File: config.mk
export PLATFORM = sky130hd
export DESIGN_NAME = div2_engine
export DESIGN_NICKNAME = d
export VERILOG_FILES = /design/src/rtl/div2_engine.sv
export SDC_FILE = /design/constraint.sdc
export NUM_CORES = 1
export LEC_CHECK = 0
export CAP_MARGIN = 20
export CORE_UTILIZATION = 40
export DETAILED_ROUTE_END_ITERATION = 12
export PLACE_DENSITY = 0.61
export SETUP_SLACK_MARGIN = 0.02
export SLEW_MARGIN = 25
export SYNTH_ARGS = -nofsm -noshare
export SYNTH_HDL_FRONTEND = slang
export SYNTH_SLANG_ARGS = --single-unit
File: constraint.sdc
create_clock -name Clk -period 3.35 [get_ports Clk]
set_clock_uncertainty 0.05 [all_clocks]
set_input_delay 0.335 -clock Clk [delete_from_list [all_inputs] [get_ports Clk]]
set_output_delay 0.335 -clock Clk [all_outputs]
set_load 0.01 [all_outputs]
File: src/rtl/div2_engine.sv
// Start/Ack division responder: reads a 16-bit dividend and an 8-bit divisor from data memory,
// computes floor(dividend*256/divisor) by restoring division and writes the 24-bit quotient back.
module div2_engine #(
    parameter int ADDR_W   = 8,
    parameter int OPA_ADDR = 0,
    parameter int RES_ADDR = 4,
    parameter int ROUND    = 0
) (
    input  logic              Clk,
    input  logic              Reset,
    input  logic              Start,
    output logic              Ack,
    output logic [ADDR_W-1:0] mem_addr,
    input  logic [7:0]        mem_rd_data,
    output logic              mem_wr_en,
    output logic [7:0]        mem_wr_data
);

    localparam int                NBITS    = (ROUND != 0) ? 25 : 24;
    localparam logic [4:0]        LAST_BIT = 5'(NBITS - 1);
    localparam logic [ADDR_W-1:0] OPA0     = ADDR_W'(OPA_ADDR);
    localparam logic [ADDR_W-1:0] OPA1     = ADDR_W'(OPA_ADDR + 1);
    localparam logic [ADDR_W-1:0] OPA2     = ADDR_W'(OPA_ADDR + 2);
    localparam logic [ADDR_W-1:0] RES0     = ADDR_W'(RES_ADDR);
    localparam logic [ADDR_W-1:0] RES1     = ADDR_W'(RES_ADDR + 1);
    localparam logic [ADDR_W-1:0] RES2     = ADDR_W'(RES_ADDR + 2);

    typedef enum logic [3:0] {
        S_IDLE, S_ARMED, S_RD0, S_RD1, S_RD2, S_DIV, S_WR0, S_WR1, S_WR2, S_DONE
    } state_t;

    state_t            state_q;
    logic [7:0]        dvd_hi_q, dvd_lo_q, dsr_q;
    logic [23:0]       n_q;
    logic [8:0]        rem_q;
    logic [23:0]       q_q;
    logic [4:0]        cnt_q;
    logic [15:0]       res_lo_q;
    logic              ack_q, wr_en_q;
    logic [ADDR_W-1:0] addr_q;
    logic [7:0]        wdata_q;

    logic [9:0]  rem_shift, diff;
    logic        q_bit;
    logic [8:0]  rem_d;
    logic [23:0] q_d, res_d;
    logic [24:0] rounded;

    // One restoring step: shift the next dividend bit into the remainder and trial-subtract.
    // In the ROUND build the 25th step yields the half-LSB, which is added instead of shifted in.
    always_comb begin
        rem_shift = {rem_q, n_q[23]};
        diff      = rem_shift - {2'b00, dsr_q};
        q_bit     = (rem_shift >= {2'b00, dsr_q});
        rem_d     = q_bit ? diff[8:0] : rem_shift[8:0];
        q_d       = {q_q[22:0], q_bit};
        rounded   = {1'b0, q_q} + {24'd0, q_bit};
        if (ROUND != 0) begin
            res_d = rounded[24] ? 24'hFF_FFFF : rounded[23:0];
        end else begin
            res_d = q_d;
        end
    end

    always_ff @(posedge Clk) begin
        if (Reset) begin
            state_q  <= S_IDLE;
            dvd_hi_q <= '0;
            dvd_lo_q <= '0;
            dsr_q    <= '0;
            n_q      <= '0;
            rem_q    <= '0;
            q_q      <= '0;
            cnt_q    <= '0;
            res_lo_q <= '0;
            ack_q    <= 1'b0;
            wr_en_q  <= 1'b0;
            addr_q   <= '0;
            wdata_q  <= '0;
        end else begin
            // NOTE: strobes default low here; each state below re-asserts them only where needed.
            wr_en_q <= 1'b0;
            ack_q   <= 1'b0;
            case (state_q)
                S_IDLE: if (Start) state_q <= S_ARMED;
                S_ARMED: begin
                    if (!Start) begin
                        addr_q  <= OPA0;
                        state_q <= S_RD0;
                    end
                end
                S_RD0: begin
                    dvd_hi_q <= mem_rd_data;
                    addr_q   <= OPA1;
                    state_q  <= S_RD1;
                end
                S_RD1: begin
                    dvd_lo_q <= mem_rd_data;
                    addr_q   <= OPA2;
                    state_q  <= S_RD2;
                end
                S_RD2: begin
                    dsr_q <= mem_rd_data;
                    n_q   <= {dvd_hi_q, dvd_lo_q, 8'h00};
                    rem_q <= '0;
                    q_q   <= '0;
                    cnt_q <= '0;
                    if (mem_rd_data == 8'h00) begin
                        res_lo_q <= 16'hFFFF;
                        wr_en_q  <= 1'b1;
                        addr_q   <= RES0;
                        wdata_q  <= 8'hFF;
                        state_q  <= S_WR0;
                    end else begin
                        addr_q  <= '0;
                        state_q <= S_DIV;
                    end
                end
                S_DIV: begin
                    n_q   <= {n_q[22:0], 1'b0};
                    rem_q <= rem_d;
                    q_q   <= q_d;
                    cnt_q <= cnt_q + 5'd1;
                    if (cnt_q == LAST_BIT) begin
                        res_lo_q <= res_d[15:0];
                        wr_en_q  <= 1'b1;
                        addr_q   <= RES0;
                        wdata_q  <= res_d[23:16];
                        state_q  <= S_WR0;
                    end
                end
                S_WR0: begin
                    wr_en_q <= 1'b1;
                    addr_q  <= RES1;
                    wdata_q <= res_lo_q[15:8];
                    state_q <= S_WR1;
                end
                S_WR1: begin
                    wr_en_q <= 1'b1;
                    addr_q  <= RES2;
                    wdata_q <= res_lo_q[7:0];
                    state_q <= S_WR2;
                end
                S_WR2: begin
                    addr_q  <= '0;
                    wdata_q <= '0;
                    state_q <= S_DONE;
                end
                S_DONE: begin
                    if (Start) state_q <= S_ARMED;
                    else       ack_q   <= 1'b1;
                end
                default: state_q <= S_IDLE;
            endcase
        end
    end

    assign Ack         = ack_q;
    assign mem_addr    = addr_q;
    assign mem_wr_en   = wr_en_q;
    assign mem_wr_data = wdata_q;

endmodule
==> results of run 1 <==
-- cell families after synthesis --
family,share of synthesized area
AO/OA/AOI/OAI,0.202
XOR/XNOR,0.0136
adder cells (fa/ha/maj),0.0257
buffers and inverters,0.0614
flip-flops,0.427
multiplexers,0.0633
other,0.000727
AND/OR/NAND/NOR,0.206
-- per-layer routing --
metal,GRT usage,part of all wire,vias to the layer above
met1,0.256,0.51,1943
met5,0,0,-
li1,-,-,2107
met4,0.0571,0.0098,0
met3,0.0397,0.030,11
met2,0.263,0.45,57
-- power by group through the flow --
stage	sequential [mW]	combinational (mW)	clock [mW]
finish	1.37	0.257	1.10
global route	1.38	0.285	1.19
CTS	1.37	0.259	1.13
detailed placement	1.40	0.257	0
global placement	1.40	0.255	0
floorplan	1.37	0.227	0
-- how the worst min path moves through the flow --
| stage | startpoint | end | cells past startpoint |
|---|---|---|---|
| final | mem_addr[2]$_SDFFE_PP0P_ | mem_addr[2]$_SDFFE_PP0P_ | 2 |
| after global routing | dvd_lo_q[7]$_SDFFE_PP0P_ | dvd_lo_q[7]$_SDFFE_PP0P_ | 2 |
| after CTS | mem_addr[2]$_SDFFE_PP0P_ | mem_addr[2]$_SDFFE_PP0P_ | 2 |
| after detailed placement | mem_addr[2]$_SDFFE_PP0P_ | mem_addr[2]$_SDFFE_PP0P_ | 2 |
| after global placement | q_q[22]$_SDFFE_PP0P_ | q_q[22]$_SDFFE_PP0P_ | 2 |
| after floorplan | q_q[22]$_SDFFE_PP0P_ | q_q[22]$_SDFFE_PP0P_ | 2 |
-- stage by stage --
step	area, um^2	std cells	hold WS (ns)	setup WS [ns]	utilization
2_1_floorplan	5170	619	0.379	1.26	-
3_3_place_gp	5420	772	0.387	1.01	0.431
3_5_place_dp	5420	772	0.396	0.908	0.431
4_1_cts	5730	788	0.407	0.959	0.456
5_1_grt	5730	788	0.429	0.760	0.456
6_report	5730	788	0.407	0.982	0.456
-- layout make-up --
cell class	count	area share
sequential	110	0.385
inverter	15	0.00983
multi-input combinational	446	0.464
tap	172	0.0376
clock inverter	7	0.0144
timing repair buffer	29	0.0498
clock buffer	9	0.0393
-- registers in the layout (all words and copies together), names as in the netlist --
| name | flops |
|---|---|
| mem_addr | 3 |
| cnt_q | 5 |
| mem_wr_en | 1 |
| mem_wr_data | 8 |
| rem_q | 9 |
| res_lo_q | 16 |
| dsr_q | 8 |
| q_q | 23 |
| state_q | 4 |
| n_q | 16 |
| dvd_lo_q | 8 |
| dvd_hi_q | 8 |
| Ack | 1 |
-- critical path, stage by stage (launching register included) --
cell	delay [ns]
dfxtp_1	0.34
inv_1	0.05
ha_1	0.35
a21oi_1	0.16
o21ai_0	0.16
or3_4	0.38
nor2_4	0.32
mux2_2	0.38
o21ai_0	0.12
-- synth_stat cells (2+ instances only) --
master | count | area share
a211oi_1 | 17 | 0.025
a211oi_2 | 14 | 0.034
a21o_1 | 4 | 0.0058
a21oi_1 | 57 | 0.055
a22oi_1 | 14 | 0.020
and2_1 | 2 | 0.0024
buf_1 | 3 | 0.0022
buf_2 | 12 | 0.012
buf_4 | 6 | 0.0087
buf_6 | 2 | 0.0044
clkbuf_1 | 23 | 0.017
dfxtp_1 | 110 | 0.43
ha_1 | 9 | 0.022
inv_1 | 15 | 0.011
mux2_2 | 9 | 0.020
mux2i_1 | 21 | 0.041
nand2_1 | 91 | 0.066
nand2b_1 | 9 | 0.011
nand3_1 | 25 | 0.024
nand3b_1 | 2 | 0.0029
nand4_1 | 2 | 0.0024
nor2_1 | 83 | 0.060
nor2b_1 | 4 | 0.0049
nor3_1 | 14 | 0.014
nor4_1 | 2 | 0.0024
o21a_1 | 11 | 0.016
o21ai_0 | 8 | 0.0078
o21ai_1 | 5 | 0.0049
o21ai_2 | 4 | 0.0068
o22a_1 | 2 | 0.0034
o31ai_1 | 3 | 0.0044
or3_1 | 2 | 0.0024
xnor2_1 | 5 | 0.0085
xor2_1 | 3 | 0.0051
==> metrics.md, run 1 <==
| Metric | Value |
|---|---|
| Clock network fraction of design power | `0.403` |
| Syn. warnings | `0` |
| Leak Pwr | `1.93 nW` |
| FP Rows | `41` |
| Vias | `4118` |
| Min Tclk post-route | `2.37 ns` |
| Power, Total | `2.73 mW` |
| Worst Tran Pin Value | `0.898 ns` |
| Status | `finished clean` |
| Post-route ant nets | `0` |
| Remaining Overflow, GRT | `0` |
| First-pass GRT wire length | `18.7 mm` |
| Worst setup startpoint | `dsr_q[7]$_SDFFE_PP0P_` |
| Starting Density | `0.410` |
| Setup CP Type | `register to register` |
| CORE AREA | `12600 um^2` |
| Clock buffer depth | `2` |
| Most common cell after layout, fill and taps aside | `dfxtp_1` |
| Yosys cell types | `56` |
| Fin. Hold Viols | `0` |
| Root Buffer | `clkbuf_16` |
| Initial antenna violation count | `0` |
| Setup TNS | `0 ns` |
| Postcts setup bufs | `0` |
| FF+latch area | `2200 um^2` |
| Peak VDD IR | `0.000279 V` |
| Worst-Skew Late Latency | `0.35 ns` |
| Endpoint class of the critical path | `register` |
| Pwr Density | `477 nW/um^2` |
| Fillcell total | `1215` |
| CTS Buf Count | `9` |
| Hold-fix buffers at CTS | `0` |
| Area taken by multi-input logic gates | `2660 um^2` |
| Vias in the first global route | `3704` |
| Sw frac | `0.259` |
| Reg2Reg Setup Slack | `0.98 ns` |
| Drt initial violations | `364` |
| Syn Inst Count | `615` |
| CTS tree | `done` |
| DR vias/cell | `5.23` |
| Clock transition at path regs | `0.07 ns` |
| Internal | `2.02 mW` |
| Layout cell share with drive strength beyond 1 | `0.0958` |
| Most frequent cells in the layout | `109 x dfxtp_1, 91 x nand2_1, 83 x nor2_1` |
| Syn Std Cell Area | `5160 um^2` |
| Fmax | `422 MHz` |
| Die H | `116 um` |
| Final setup viols | `0` |
| Layout area overhead | `11.0%` |
| N_diodes | `0` |
| CP max FO | `11` |
| DP HPWL | `7.33 mm` |
| Asr flop ratio synth | `0` |
| CTS Sinks | `110` |
| R2R cell count | `8` |
| Slew margin rel. | `0.401` |
| Worst Setup EP | `rem_q[0]$_SDFFE_PP0P_` |
| Reg2reg start | `dsr_q[7]$_SDFFE_PP0P_` |
| Ys flop type | `dfxtp_1` |
| Drt total wl | `11.0 mm` |
| Reg-to-Reg End | `rem_q[0]$_SDFFE_PP0P_` |
| Post-synthesis sequential area ratio | `0.427` |
| I/O pin cnt | `29` |
| Nets | `632` |
| Port Buf Inserts | `23` |
| Critical Path AT | `2.60 ns` |
| Final Cycle Share | `0.707` |
| Sw power | `708 uW` |
| Number of iterations in the first detailed-routing pass | `6` |
| Combinational share of power | `0.094` |
| Resize count post-CTS | `0` |
| Startpoint types | `register` |
| Fin. max-slew vios | `0` |
| Htree depth | `3` |
| Largest net degree at the start of global routing | `62` |
| Overall Global Routing Usage | `0.178` |
| CP required | `3.58 ns` |
| Hold Path Class | `register to register` |
| # DRC | `0` |
| Synth Register Bits | `110` |
| Die Area | `13300 um^2` |
| Max-Cap Viols | `0` |
| Unrepaired setup endpoints after global routing | `no` |
| Seq pwr share | `0.503` |
| Syn_area_per_cell | `8.38 um^2` |
| Die X-Extent | `116 um` |
| Routability cong. | `0.833` |
| Post-DR wirelength/cell | `14.0 um` |
| Post-synth EDFFs | `0` |
No activity file was read; power rests on OpenSTA's default activity.
==> run 2, diff against run 1 <==
==> constraint.sdc (replaced) <==
create_clock -name Clk -period 2.2 [get_ports Clk]
set_clock_uncertainty 0.05 [all_clocks]
set_input_delay 0.22 -clock Clk [delete_from_list [all_inputs] [get_ports Clk]]
set_output_delay 0.22 -clock Clk [all_outputs]
set_load 0.01 [all_outputs]
==> metrics.md, run 2 (same netlist as run 1, synthesis figures left out) <==
| Metric | Value |
|---|---|
| Routability cong. | `0.829 (-0.48%)` |
| CP required | `2.43 ns (-1.15 ns)` |
| Peak VDD IR | `0.000378 V (+35%)` |
| Hold Path Class | `input pin to register` |
| Status | `finished clean` |
| Critical Path AT | `2.36 ns (-0.24 ns)` |
| I/O pin cnt | `29 (unchanged)` |
| Remaining Overflow, GRT | `0 (unchanged)` |
| Number of iterations in the first detailed-routing pass | `4 (-2)` |
| CP max FO | `4 (-7)` |
| CTS Buf Count | `9 (unchanged)` |
| Slew margin rel. | `0.562 (+0.162)` |
| Overall Global Routing Usage | `0.180 (+0.00153)` |
| N_diodes | `0 (unchanged)` |
| Htree depth | `3 (unchanged)` |
| Hold_ws | `0.124 ns (-0.283 ns)` |
| Worst setup startpoint | `dsr_q[4]$_SDFFE_PP0P_` |
| Initial antenna violation count | `0 (unchanged)` |
| Post-route ant nets | `0 (unchanged)` |
| Final setup viols | `0 (unchanged)` |
| DR vias/cell | `5.16 (-1.2%)` |
| DP HPWL | `7.60 mm (+3.7%)` |
| Layout area overhead | `16.8%` |
| CTS tree | `done` |
| Setup ws final | `0.0754 ns (-0.906 ns)` |
| Vias in the first global route | `3942 (+6.4%)` |
| Vias | `4212 (+2.3%)` |
| Most flops, register | `q_q` |
| Nets | `660 (+4.4%)` |
| Power, Total | `4.07 mW (+49%)` |
| Post-DR wirelength/cell | `14.0 um (+0.56%)` |
| Worst-Skew Late Latency | `0.35 ns (about the same)` |
| FF+latch area | `2210 um^2 (+0.28%)` |
| Layout cell share with drive strength beyond 1 | `0.157 (+0.0611)` |
| Drt initial violations | `294 (-19%)` |
| Clock buffer depth | `2 (unchanged)` |
| Fin. Hold Viols | `0 (unchanged)` |
| Startpoint types | `register` |
| Die X-Extent | `116 um (unchanged)` |
| Die Area | `13300 um^2 (unchanged)` |
| Reg2reg start | `dsr_q[4]$_SDFFE_PP0P_` |
| Pwr Density | `675 nW/um^2 (+42%)` |
| Fillcell total | `1219 (+0.33%)` |
| Min Tclk post-route | `2.12 ns (-0.244 ns)` |
| Die H | `116 um (unchanged)` |
| Largest net degree at the start of global routing | `56 (-9.7%)` |
| Leak Pwr | `2.06 nW (+7.1%)` |
| HP Start | `Reset` |
| First-pass GRT wire length | `19.1 mm (+1.8%)` |
| Root Buffer | `clkbuf_16` |
| Max-Cap Viols | `0 (unchanged)` |
| CTS Sinks | `110 (unchanged)` |
| Final Cycle Share | `0.966 (+0.259)` |
| Port Buf Inserts | `23 (unchanged)` |
| Worst slack, placed | `-0.0309 ns (-0.939 ns)` |
| Fmax | `471 MHz (+11%)` |
| Worst Tran Pin Value | `0.656 ns (-0.242 ns)` |
| Most common cell after layout, fill and taps aside | `dfxtp_1` |
| Endpoint class of the critical path | `register` |
| Clock transition at path regs | `0.07 ns (about the same)` |
| Drt total wl | `11.5 mm (+4.1%)` |
| Starting Density | `0.410 (unchanged)` |
| Setup CP Type | `register to register` |
| Area taken by multi-input logic gates | `2730 um^2 (+2.6%)` |
| Fin. max-slew vios | `0 (unchanged)` |
| Unrepaired setup endpoints after global routing | `no` |
| Largest regs | `q_q x23, n_q x16, res_lo_q x16` |
| Hold-fix buffers at CTS | `0 (unchanged)` |
| CORE AREA | `12600 um^2 (unchanged)` |
| # DRC | `0 (unchanged)` |
| Max reg flops | `23 (unchanged)` |
| FP Rows | `41 (unchanged)` |
| Most frequent cells in the layout | `104 x dfxtp_1, 91 x nand2_1, 83 x nor2_1` |
run 2: changes by cell type in the layout (fill, tap and decap cells not counted), sizes merged:
cell,change
clkinvlp,+1
buf,+28
bufinv,-1
run 2: critical path, cell delays in order (launching register included):
cell	delay, ns
dfxtp_1	0.33
inv_1	0.06
ha_2	0.20
a21oi_1	0.18
o21ai_2	0.09
or3_4	0.40
nor2_4	0.21
buf_12	0.14
mux2_4	0.30
o21ai_2	0.10
run 2: report_power, final:
| part | internal, mW | switching [mW] |
|---|---|---|
| logic | 0.191 | 0.292 |
| registers | 2.02 | 0.0274 |
| clock network | 0.780 | 0.750 |
| total | 3.00 | 1.07 |
run 2: final cells by class:
cell class                      instances  area share
Timing Repair Buffer                   57      0.0885
Clock inverter                          7     0.00955
Clock buffer                            9      0.0374
Sequential cell                       110       0.367
Tap cell                              172      0.0357
Inverter                               15     0.00935
Multi-Input combinational cell        446       0.453
run 2: path summary, 6_finish.rpt:
check / endpoint / slack [ns] / depth (start not counted)
setup / recovery: rem_q[1]$_SDFFE_PP0P_ / 0.08 / 9
hold reg to reg: mem_addr[2]$_SDFFE_PP0P_ / 0.41 / 2
hold / removal: cnt_q[1]$_SDFFE_PP0P_ / 0.12 / 2
setup reg to reg: rem_q[1]$_SDFFE_PP0P_ / 0.08 / 9
run 2: per-layer routing:
| metal | track usage | vias up | wire length (um) |
|---|---|---|---|
| met5 | 0 | - | 0 |
| li1 | - | 2167 | - |
| met2 | 0.283 | 60 | 5180 |
| met4 | 0.0623 | 0 | 170 |
| met3 | 0.0314 | 13 | 389 |
| met1 | 0.248 | 1972 | 5720 |
run 2: per-stage QoR:
| stage | instances | cell area (um^2) | TNS [ns] | util |
|---|---|---|---|---|
| floorplan | 619 | 5170 | 0 | - |
| global placement | 796 | 5620 | 0 | 0.447 |
| detailed placement | 796 | 5620 | -0.0309 | 0.447 |
| CTS | 813 | 5940 | 0 | 0.473 |
| global route | 816 | 6020 | 0 | 0.479 |
| finish | 816 | 6020 | 0 | 0.479 |
run 2: what timing repair did:
item / in CTS / in global routing
gates resized for setup: 3 / 15
setup buffers: 1 / 3
endpoints found under the setup margin: 5 / 9
pin swaps: 1 / 9
==> run 3, diff against run 2 <==
--- a/config.mk
+++ b/config.mk
@@ -10,6 +10,7 @@
 export DETAILED_ROUTE_END_ITERATION = 12
 export PLACE_DENSITY = 0.61
 export SETUP_SLACK_MARGIN = 0.02
+export SKIP_LAST_GASP = 1
 export SLEW_MARGIN = 25
 export SYNTH_ARGS = -nofsm -noshare
 export SYNTH_HDL_FRONTEND = slang
==> results of run 3 <==
Final layout, timing and power as in run 2 (identical DEF).
